--- src/rtl/obstacle_one_renderer.sv ---
// rtl/obstacle_one_renderer.sv - scrolling obstacle sprite reader with 3-edge pixel pipeline
// Optional collision flag enabled by `define OBSTACLE_COLLISION_EN.
module obstacle_one_renderer #(
  parameter int          ADDR_WIDTH = 10,
  parameter int          DATA_WIDTH = 2,
  parameter int          H_RES      = 640,
  parameter logic [11:0] COLOR1     = 12'hF00,
  parameter logic [11:0] COLOR2     = 12'h0F0,
  parameter logic [11:0] COLOR3     = 12'hFFF
) (
  input  logic                  clk,
  input  logic                  reset,
  input  logic [10:0]           x,
  input  logic [10:0]           y,
  input  logic [10:0]           oy,
  input  logic                  frame_tick,
  input  logic                  start,
  input  logic                  stop,
  input  logic [3:0]            speed,
  output logic [ADDR_WIDTH-1:0] ram_addr_r,
  input  logic [DATA_WIDTH-1:0] ram_dout,
  output logic [11:0]           rgb_out,
  output logic                  sprite_on,
  output logic                  running,
`ifdef OBSTACLE_COLLISION_EN
  input  logic                  player_on,
  output logic                  collision,
`endif
  output logic [7:0]            pass_count
);

  localparam int          HALF = ADDR_WIDTH / 2;
  localparam logic [11:0] SIDE = 12'(1 << HALF);
  localparam logic [11:0] HRES = 12'(H_RES);

  typedef enum logic {IDLE, RUN} state_t;

  state_t      state_q, state_d;
  logic [11:0] ox_q, ox_d;
  logic [7:0]  pc_q, pc_d;
  logic        in_box, in_box_d1, in_box_d2;
  logic [11:0] x12, y12, oy12, speed12;
  logic [HALF-1:0] col, row;
  logic [11:0] rgb_d;
  logic        on_d;

  always_ff @(posedge clk or posedge reset) begin
    if (reset) begin
      state_q <= IDLE;
      ox_q    <= HRES;
      pc_q    <= 8'd0;
    end else begin
      state_q <= state_d;
      ox_q    <= ox_d;
      pc_q    <= pc_d;
    end
  end

  // stop beats start; start beats a same-cycle frame_tick
  always_comb begin
    state_d = state_q;
    ox_d    = ox_q;
    pc_d    = pc_q;
    if (stop) begin
      state_d = IDLE;
    end else if (start) begin
      state_d = RUN;
      ox_d    = HRES;
    end else if (frame_tick && state_q == RUN) begin
      if (ox_q >= speed12) begin
        ox_d = ox_q - speed12;
      end else begin
        ox_d = HRES;
        if (pc_q != 8'hFF) pc_d = pc_q + 8'd1;
      end
    end
  end

  assign running    = (state_q == RUN);
  assign pass_count = pc_q;

  assign x12     = {1'b0, x};
  assign y12     = {1'b0, y};
  assign oy12    = {1'b0, oy};
  assign speed12 = {8'd0, speed};
  assign in_box  = (x12 >= ox_q) && (x12 < ox_q + SIDE) &&
                   (y12 >= oy12) && (y12 < oy12 + SIDE);
  assign col     = HALF'(x12 - ox_q);
  assign row     = HALF'(y12 - oy12);

  always_ff @(posedge clk or posedge reset) begin
    if (reset) begin
      ram_addr_r <= '0;
      in_box_d1  <= 1'b0;
      in_box_d2  <= 1'b0;
    end else begin
      if (in_box) ram_addr_r <= {row, col};
      in_box_d1 <= in_box;
      in_box_d2 <= in_box_d1;
    end
  end

  always_comb begin
    rgb_d = 12'h000;
    on_d  = 1'b0;
    if (in_box_d2) begin
      if (ram_dout == DATA_WIDTH'(1)) begin
        rgb_d = COLOR1;
        on_d  = 1'b1;
      end else if (ram_dout == DATA_WIDTH'(2)) begin
        rgb_d = COLOR2;
        on_d  = 1'b1;
      end else if (ram_dout == DATA_WIDTH'(3)) begin
        rgb_d = COLOR3;
        on_d  = 1'b1;
      end
    end
  end

  always_ff @(posedge clk or posedge reset) begin
    if (reset) begin
      rgb_out   <= 12'h000;
      sprite_on <= 1'b0;
    end else begin
      rgb_out   <= rgb_d;
      sprite_on <= on_d;
    end
  end

`ifdef OBSTACLE_COLLISION_EN
  // sticky hit flag; a same-cycle set outranks the clear
  always_ff @(posedge clk or posedge reset) begin
    if (reset)                    collision <= 1'b0;
    else if (on_d && player_on)   collision <= 1'b1;
    else if (frame_tick || start) collision <= 1'b0;
  end
`endif

endmodule

--- config.mk ---
export PLATFORM = sky130hd
export DESIGN_NAME = obstacle_one_renderer
export DESIGN_NICKNAME = d
export VERILOG_FILES = /design/src/rtl/obstacle_one_renderer.sv
export SDC_FILE = /design/constraint.sdc
export NUM_CORES = 1
export LEC_CHECK = 0
export CORE_MARGIN = 5
export CORE_UTILIZATION = 35
export DETAILED_ROUTE_END_ITERATION = 6
export PLACE_DENSITY_LB_ADDON = 0.3
export RECOVER_POWER = 100
export SKIP_CTS_REPAIR_TIMING = 1
export SLEW_MARGIN = 20
export SYNTH_ARGS = -nofsm -noshare
export SYNTH_HDL_FRONTEND = slang
export SYNTH_SLANG_ARGS = --single-unit
--- constraint.sdc ---
create_clock -name clk -period 2.4 [get_ports clk]
set_input_delay 0.48 -clock clk [delete_from_list [all_inputs] [get_ports clk]]
set_output_delay 0.48 -clock clk [all_outputs]
set_load 0.02 [all_outputs]
# --- Word-level counts from Yosys, hierarchy flattened ---
# Cells that the tools add are included.
totals:
  regBits: 46
  inputBits: 44
  output_inout_bits: 32
  word_cells: 47
op_classes:
  n_addsub: 6
  n_lt_le_gt_ge: 5
  n_eq_ne: 4
  n_mux: 13
  bitwise_logic: 3
  reduce_logical: 8
op_table:
  columns: ["op", "count"]
  rows:
  - ["two-way mux 12 bit", 7]
  - ["< comparator 11 x 12 -> 1 bit", 2]
  - ["adder 11 x 6 -> 12 bit, second input constant", 1]
  - ["adder 12 x 6 -> 12 bit, second input constant", 1]
  - [">= comparator 11 x 12 -> 1 bit", 1]
  - [">= comparator 12 x 4 -> 1 bit", 1]
  - ["subtractor 12 x 4 -> 12 bit", 1]
  - [">= comparator 11 bit", 1]
  - ["subtractor 5 bit", 2]
  - ["adder 8 x 1 -> 8 bit, second input constant", 1]
  - ["inequality test 8 bit, second input constant", 1]
  - ["two-way mux 1 bit", 6]
  - ["AND reduction 5 bit", 1]
  - ["equality test 2 bit, second input constant", 2]
  - ["logical AND 1 bit", 4]
  - ["nonzero test 2 bit", 2]
  - ["NOT 1 bit", 3]
  - ["equality test 2 x 1 -> 1 bit, second input constant", 1]
  - ["AND reduction 2 bit", 1]

# --- Longest topological paths before layout ---
# Gate-level depths: netlist of the first run.
depth:
  word_depth: 5
  depth_mapped: 11
  depth_no_buf: 10

# --- Worst setup path before layout of the first run ---
# OpenSTA, ideal clock, no wires.
synth_timing:
  path_kind: "input to register"
  start: "input port y[0]"
  end: "register ram_addr_r[2]"
  arrival_time_ns: 2.557
  slack_ns: -0.282
  path_stages: 10
  path_buffers: 1
  cell_sequence: "inv_1 ha_1 fa_1 nand2b_1 a2111oi_2 o31ai_1 a211o_1 nor4b_4 buf_6 mux2_4"
synth_via:
  elab_chain_len: 3
synth_rtl:
  columns: ["item", "line", "source"]
  rows:
  - ["start, declared", "14", "input logic [10:0] y,"]
  - [">= comparator 11 bit", "87", "(y12 >= oy12) && (y12 < oy12 + SIDE);"]
  - ["logical AND 1 bit", "86", "assign in_box = (x12 >= ox_q) && (x12 < ox_q + SIDE) &&"]
  - ["logical AND 1 bit (*)", "87", null]
  - ["net in_box", "41", "logic in_box, in_box_d1, in_box_d2;"]
  - ["end signal, assigned", "97", "if (in_box) ram_addr_r <= {row, col};"]
  - ["end, declared", "20", "output logic [ADDR_WIDTH-1:0] ram_addr_r,"]
# The timed path passes the listed nets; every way through them passes the cells marked *.
# A chain may end at the register's enable or synchronous reset.

# --- Worst setup path after layout of the first run ---
layout_timing:
  start: "input port oy[2]"
  end: "register ram_addr_r[2]"
layout_via:
  elab_chain_len: 3
layout_rtl:
  columns: ["item", "line", "source"]
  rows:
  - ["start, declared", "15", "input logic [10:0] oy,"]
  - ["adder 11 x 6 -> 12 bit / >= comparator 11 bit (equally long branches)", "87", null]
  - ["< comparator 11 x 12 -> 1 bit / logical AND 1 bit (equally long branches)", "87, 86", null]
  - ["logical AND 1 bit (*)", "87", null]
# Mark *: on every way between the ends. The rest lies on a longest branch, timed or not.

==> results of run 1 <==
[metrics by stage]
stage	hold WS (ns)	instance area (sq um)
6_report	0.361	4690
5_1_grt	0.380	4690
4_1_cts	0.371	4420
3_5_place_dp	0.342	4340
3_3_place_gp	0.334	4340
2_1_floorplan	0.331	3070
[power groups by stage]
stage | registers (W) | logic [W] | clock network [W]
after global placement | 0.000870 | 0.00127 | 0
after floorplan | 0.000958 | 0.000621 | 0
final | 0.000855 | 0.00136 | 0.000425
after CTS | 0.000859 | 0.00130 | 0.000443
after global routing | 0.000876 | 0.00148 | 0.000459
after detailed placement | 0.000866 | 0.00130 | 0
[sequential cells by signal (all words and copies together), names as in the netlist]
signal,count
in_box_d1,1
sprite_on,1
rgb_out,3
ox_q,12
pass_count,8
in_box_d2,1
ram_addr_r,10
running,1
[layer usage]
metal  vias up  GRT usage, %  routed length (um)
met2        63          23.8                3750
met1      1241          18.1                3250
met5         -             0                   0
li1       1372             -                   -
met4         0          4.34                 135
met3        12          2.66                 428
[kinds of logic after synthesis]
logic type	after synthesis
compound gates	61
xor+xnor	27
fa+ha+maj	45
buf+inv	55
flops	37
mux	11
simple gates	75
[path summary, 6_finish.rpt]
path                       cells after the start             to  slack, ns       from
hold reg to reg                                0      in_box_d2       0.36  in_box_d1
setup / recovery                              10  ram_addr_r[2]      -0.19      oy[2]
min in group asynchronous                      3  pass_count[5]       0.91      reset
setup reg to reg                              11  ram_addr_r[2]      -0.16    ox_q[5]
hold / removal                                 0      in_box_d2       0.36  in_box_d1
max in group asynchronous                      3  ram_addr_r[3]       0.91      reset
[layout by cell type, fill, tap and decap left out, drive strengths merged, types with 7 or more instances in the layout]
master	count
xnor2	25
nand3	10
nor2	12
dlygate4sd3	35
dfrtp	35
dlymetal6s2s	13
o21ai	14
a21oi	17
and3	8
inv	42
clkbuf	7
ha	42
clkdlybuf4s50	27
nand2	11
buf	71
mux2	7
nand4	13
[worst max-delay path, stage by stage]
cell and delay [ns]:
clkdlybuf4s50_1 0.45, inv_1 0.04, ha_1 0.37, nand2b_4 0.08
a2111oi_4 0.35, o31ai_2 0.10, a211o_1 0.31, nor4b_4 0.14
buf_4 0.17, mux2_4 0.29
[final cells by class]
type / count / area (sq um) / area share (%)
multi-input combinational: 219 / 2010 / 42.8
clock inverter: 2 / 10.0 / 0.213
clock buffer: 6 / 72.6 / 1.55
tap: 105 / 131 / 2.80
sequential: 37 / 928 / 19.8
timing repair buffer: 147 / 1380 / 29.3
inverter: 42 / 168 / 3.57
==> impl_metrics.ini, run 1 <==
[logic_synthesis]
yosysWarnings = 0
synth-simple-area-share_pct = 14.0
synth_top_flop_cell = dfrtp_1
synth_top_area_cell = dfrtp_1
synth-adder-area-share_pct = 19.8
synth_common_cells = 42 x ha_1, 40 x inv_1, 35 x dfrtp_1, 25 x xnor2_1, 17 x a21oi_1
synth_edf_count = 0
synth_xor_area_share_pct = 7.99
synth.net_count = 400
syn_inst = 311
avgSynthCellArea_sq_um = 9.52
muxShareOfSynthArea_pct = 4.65
async_reset_ff_share_pct = 100
synth.most_common_cell = ha_1
synthesis.area_sq_mm = 0.00296
synth-seq-cells = 37
ys_types = 48
ys_seq_area_share_pct = 31.4
synth_top_family_by_area = adder cells
synth-compound-area-share_pct = 13.8
synth.area.top_cells = dfrtp_1 30%, ha_1 18%, xnor2_1 7.4%
synth_top_area_share_pct = 29.6

[clock_network]
path_clk_slew_ns = 0.07
insertion_delay_ns = 0.29
clock-root-buffer = clkbuf_8
htree_num_levels = 2
numClockSinks = 37
clk_path_buf_depth = 2
cts_buffers = 5
cts_tree = yes

[route]
drt_iter0_markers = 62
routedWlPerCell_um = 13.6
ant_nets = 0
vias_per_cell = 4.82
dr.pass1.iters = 3
vias = 2688
drc = 0
drt-total-wl_um = 7560

[outcome]
failed_checks = setup timing
status = complete, but fails checks

[grt]
gr-total-overflow = 0
grt_use_total_pct = 14.0
grt_pass1_vias = 2683
antenna_found_initial = 0
grt_start_max_net_pins = 38
grt_pass1_wl_um = 11800

[power_and_ir_drop]
comb_power_share_pct = 51.5
power.density_mw_per_mm2 = 562
intPower_w = 0.00169
p_leak_nw = 2.33
clockPowerShare_pct = 16.1
p_sw_w = 0.000948
swShare_pct = 35.9
vdd_drop_max_v = 0.000218
finalPower_w = 0.00264
power_frac_seq_pct = 32.4

[timing]
skew_ns = 0.00454
slew_viol_final = 0
slew_headroom_pct = 38.2
grt_setup_unrepaired = true
fin_tns_setup_ns = -2.91
setup_slack_ns = -0.193
max_slew.worst_pin.slew_ns = 0.927
setup_violations = 28
period_share_pct = 108
min_period_ns = 2.59
fmax_mhz = 386
hold_viol_final = 0

[die]
die_h_um = 102
start_util_pct = 36.0
die_area_sq_mm = 0.0104
num_rows = 33
pin_count = 76
core_region_area_sq_mm = 0.00822
die_w_um = 102

[finish]
layout.cells.non_filler = 558
antenna_cells = 0
drive_gt1_share_pct = 29.4
fill_cells = 718
finish.net_count = 541
syn2layout_area_growth_pct = 58.5
fin_util_pct = 57.1

[setup_path]
cp-start-kind = input port
worstPathRequired_ns = 2.58
critical_path_class = input port to flop
endpoint_kind = flop
arrival_ns = 2.77
critPathMaxFanout = 5

[place]
place_congestion = 0.846
portBuffers = 75
dp_hpwl_um = 6030
dp.cells = 542
dp_slack_ns = -0.814

[min_path]
hold_class = flop to flop

[job]
cap_violations = 0
Note: power is estimated with default switching activity, not from simulation.
==> inputs of run 2 (changes only) <==
- CORE_ASPECT_RATIO: default -> 1.4
==> run 2 against run 1 <==
Against the previous run: the flow still finishes with violations (setup timing); combinational power barely moved; via count increased by 1.7%; clock-buffer cell count did not move; global-route usage rose by 0.44 points; total power is 8.1% higher; non-clock buffer count fell by 2; die area increased by 0.26%; critical path depth did not move; clock skew down 0.0019 ns; largest power group unchanged.
==> impl_metrics.ini, run 2 (synthesis gave the netlist of run 1 again) <==
[route]
drt_iter0_markers = 114
drt-total-wl_um = 7710
vias_per_cell = 4.94
ant_nets = 0
drc = 0
routedWlPerCell_um = 13.9
dr.pass1.iters = 6
vias = 2733

[die]
core_region_area_sq_mm = 0.00820
die_area_sq_mm = 0.0104
die_h_um = 119
num_rows = 39
die_w_um = 87.7
pin_count = 76
start_util_pct = 36.1

[power_and_ir_drop]
power.density_mw_per_mm2 = 603
p_leak_nw = 2.36
finalPower_w = 0.00285
vdd_drop_max_v = 0.000404

[timing]
fin_tns_setup_ns = -2.84
slew_headroom_pct = 36.6
min_period_ns = 2.58
hold_viol_final = 0
period_share_pct = 108
fmax_mhz = 387
max_slew.worst_pin.slew_ns = 0.952
setup_slack_ns = -0.182
skew_ns = 0.00262
setup_violations = 25
grt_setup_unrepaired = true
slew_viol_final = 0

[setup_path]
rrSetupSlack_ns = -0.17
cp-start-kind = input port
arrival_ns = 2.75
critPathMaxFanout = 8
startpoint = oy[2]
worstPathRequired_ns = 2.56
r2r-end = pass_count[1]
endpoint = ram_addr_r[9]
reg2reg_from = ox_q[0]
worst-r2r-cell-count = 10
critical_path_class = input port to flop
endpoint_kind = flop

[min_path]
hold_class = flop to flop

[grt]
grt_pass1_vias = 2775
gr-total-overflow = 0
grt_use_total_pct = 14.5
grt_start_max_net_pins = 38
antenna_found_initial = 0
grt_pass1_wl_um = 12200

[place]
place_congestion = 0.829
dp_hpwl_um = 6080
portBuffers = 75
placed_cell_area_sq_mm = 0.00432

[finish]
multi_input_area_sq_mm = 0.00202
largest_reg_flops = 12
final_cell_mix = 60 x buf_4, 35 x ha_1, 35 x dlygate4sd3_1
finish.net_count = 539
antenna_cells = 0
finish.instance_area_sq_mm = 0.00473
drive_gt1_share_pct = 30.2
fill_cells = 730
seqCellArea_sq_um = 931
largest-register = ox_q
final_common_cell = buf_4
syn2layout_area_growth_pct = 59.8

[clock_network]
cts_buffers = 5
htree_num_levels = 2
clock-root-buffer = clkbuf_16
insertion_delay_ns = 0.28
numClockSinks = 37
cts_tree = yes
path_clk_slew_ns = 0.05
clk_path_buf_depth = 2

[job]
cap_violations = 0

[outcome]
failed_checks = setup timing
status = complete, but fails checks
run 2: cell types whose count changed in the layout (fill, tap and decap cells not counted), sizes merged:
cell           before  now
clkdlybuf4s50      27   26
buf                71   69
dlymetal6s2s       13   14
run 2: how the worst min path moves through the flow:
stage	start	cells past startpoint	end
2_1_floorplan	in_box_d1	0	in_box_d2
3_3_place_gp	in_box_d1	0	in_box_d2
3_5_place_dp	in_box_d1	0	in_box_d2
4_1_cts	in_box_d1	0	in_box_d2
5_1_grt	in_box_d1	0	in_box_d2
6_report	in_box_d1	0	in_box_d2
run 2: stage by stage:
step                      hold WS [ns]  setup slack [ns]  utilization [%]  std cells
final                            0.351            -0.182             57.7        553
after global routing             0.367            -0.268             57.7        553
after CTS                        0.355            -0.556             54.4        545
after detailed placement         0.343            -0.841             52.7        537
after global placement           0.339            -0.821             52.7        537
after floorplan                  0.331            -0.150                -        311
run 2: final cells by class:
cell class              count  share of cell area [%]
repair buffers            145                    28.4
inverters                  42                    3.54
well taps                 102                    2.70
multi-input cells         219                    42.8
flip-flops and latches     37                    19.7
clock buffers               6                    2.72
clock inverters             2                   0.212
run 2: report_power, final:
part / total (W) / internal, W / switching [W] / leakage [nW]
combinational: 0.00136 / 0.000727 / 0.000634 / 1.81
clock: 0.000630 / 0.000381 / 0.000249 / 0.0706
sequential: 0.000862 / 0.000762 / 0.000100 / 0.478
total: 0.00285 / 0.00187 / 0.000983 / 2.36
run 2: routing by layer:
metal	GRT usage, %	vias to the layer above	wire (um)
met4	5.28	0	132
li1	-	1358	-
met2	26.8	69	4160
met1	15.8	1293	2950
met5	0	-	0
met3	2.90	13	476
run 2: worst max-delay path: stages:
cell,delay [ns]
clkdlybuf4s50_1,0.45
inv_1,0.04
ha_2,0.37
nand2b_4,0.07
a2111oi_4,0.33
o31ai_1,0.11
a211o_1,0.30
nor4b_4,0.13
buf_6,0.15
mux2_4,0.29
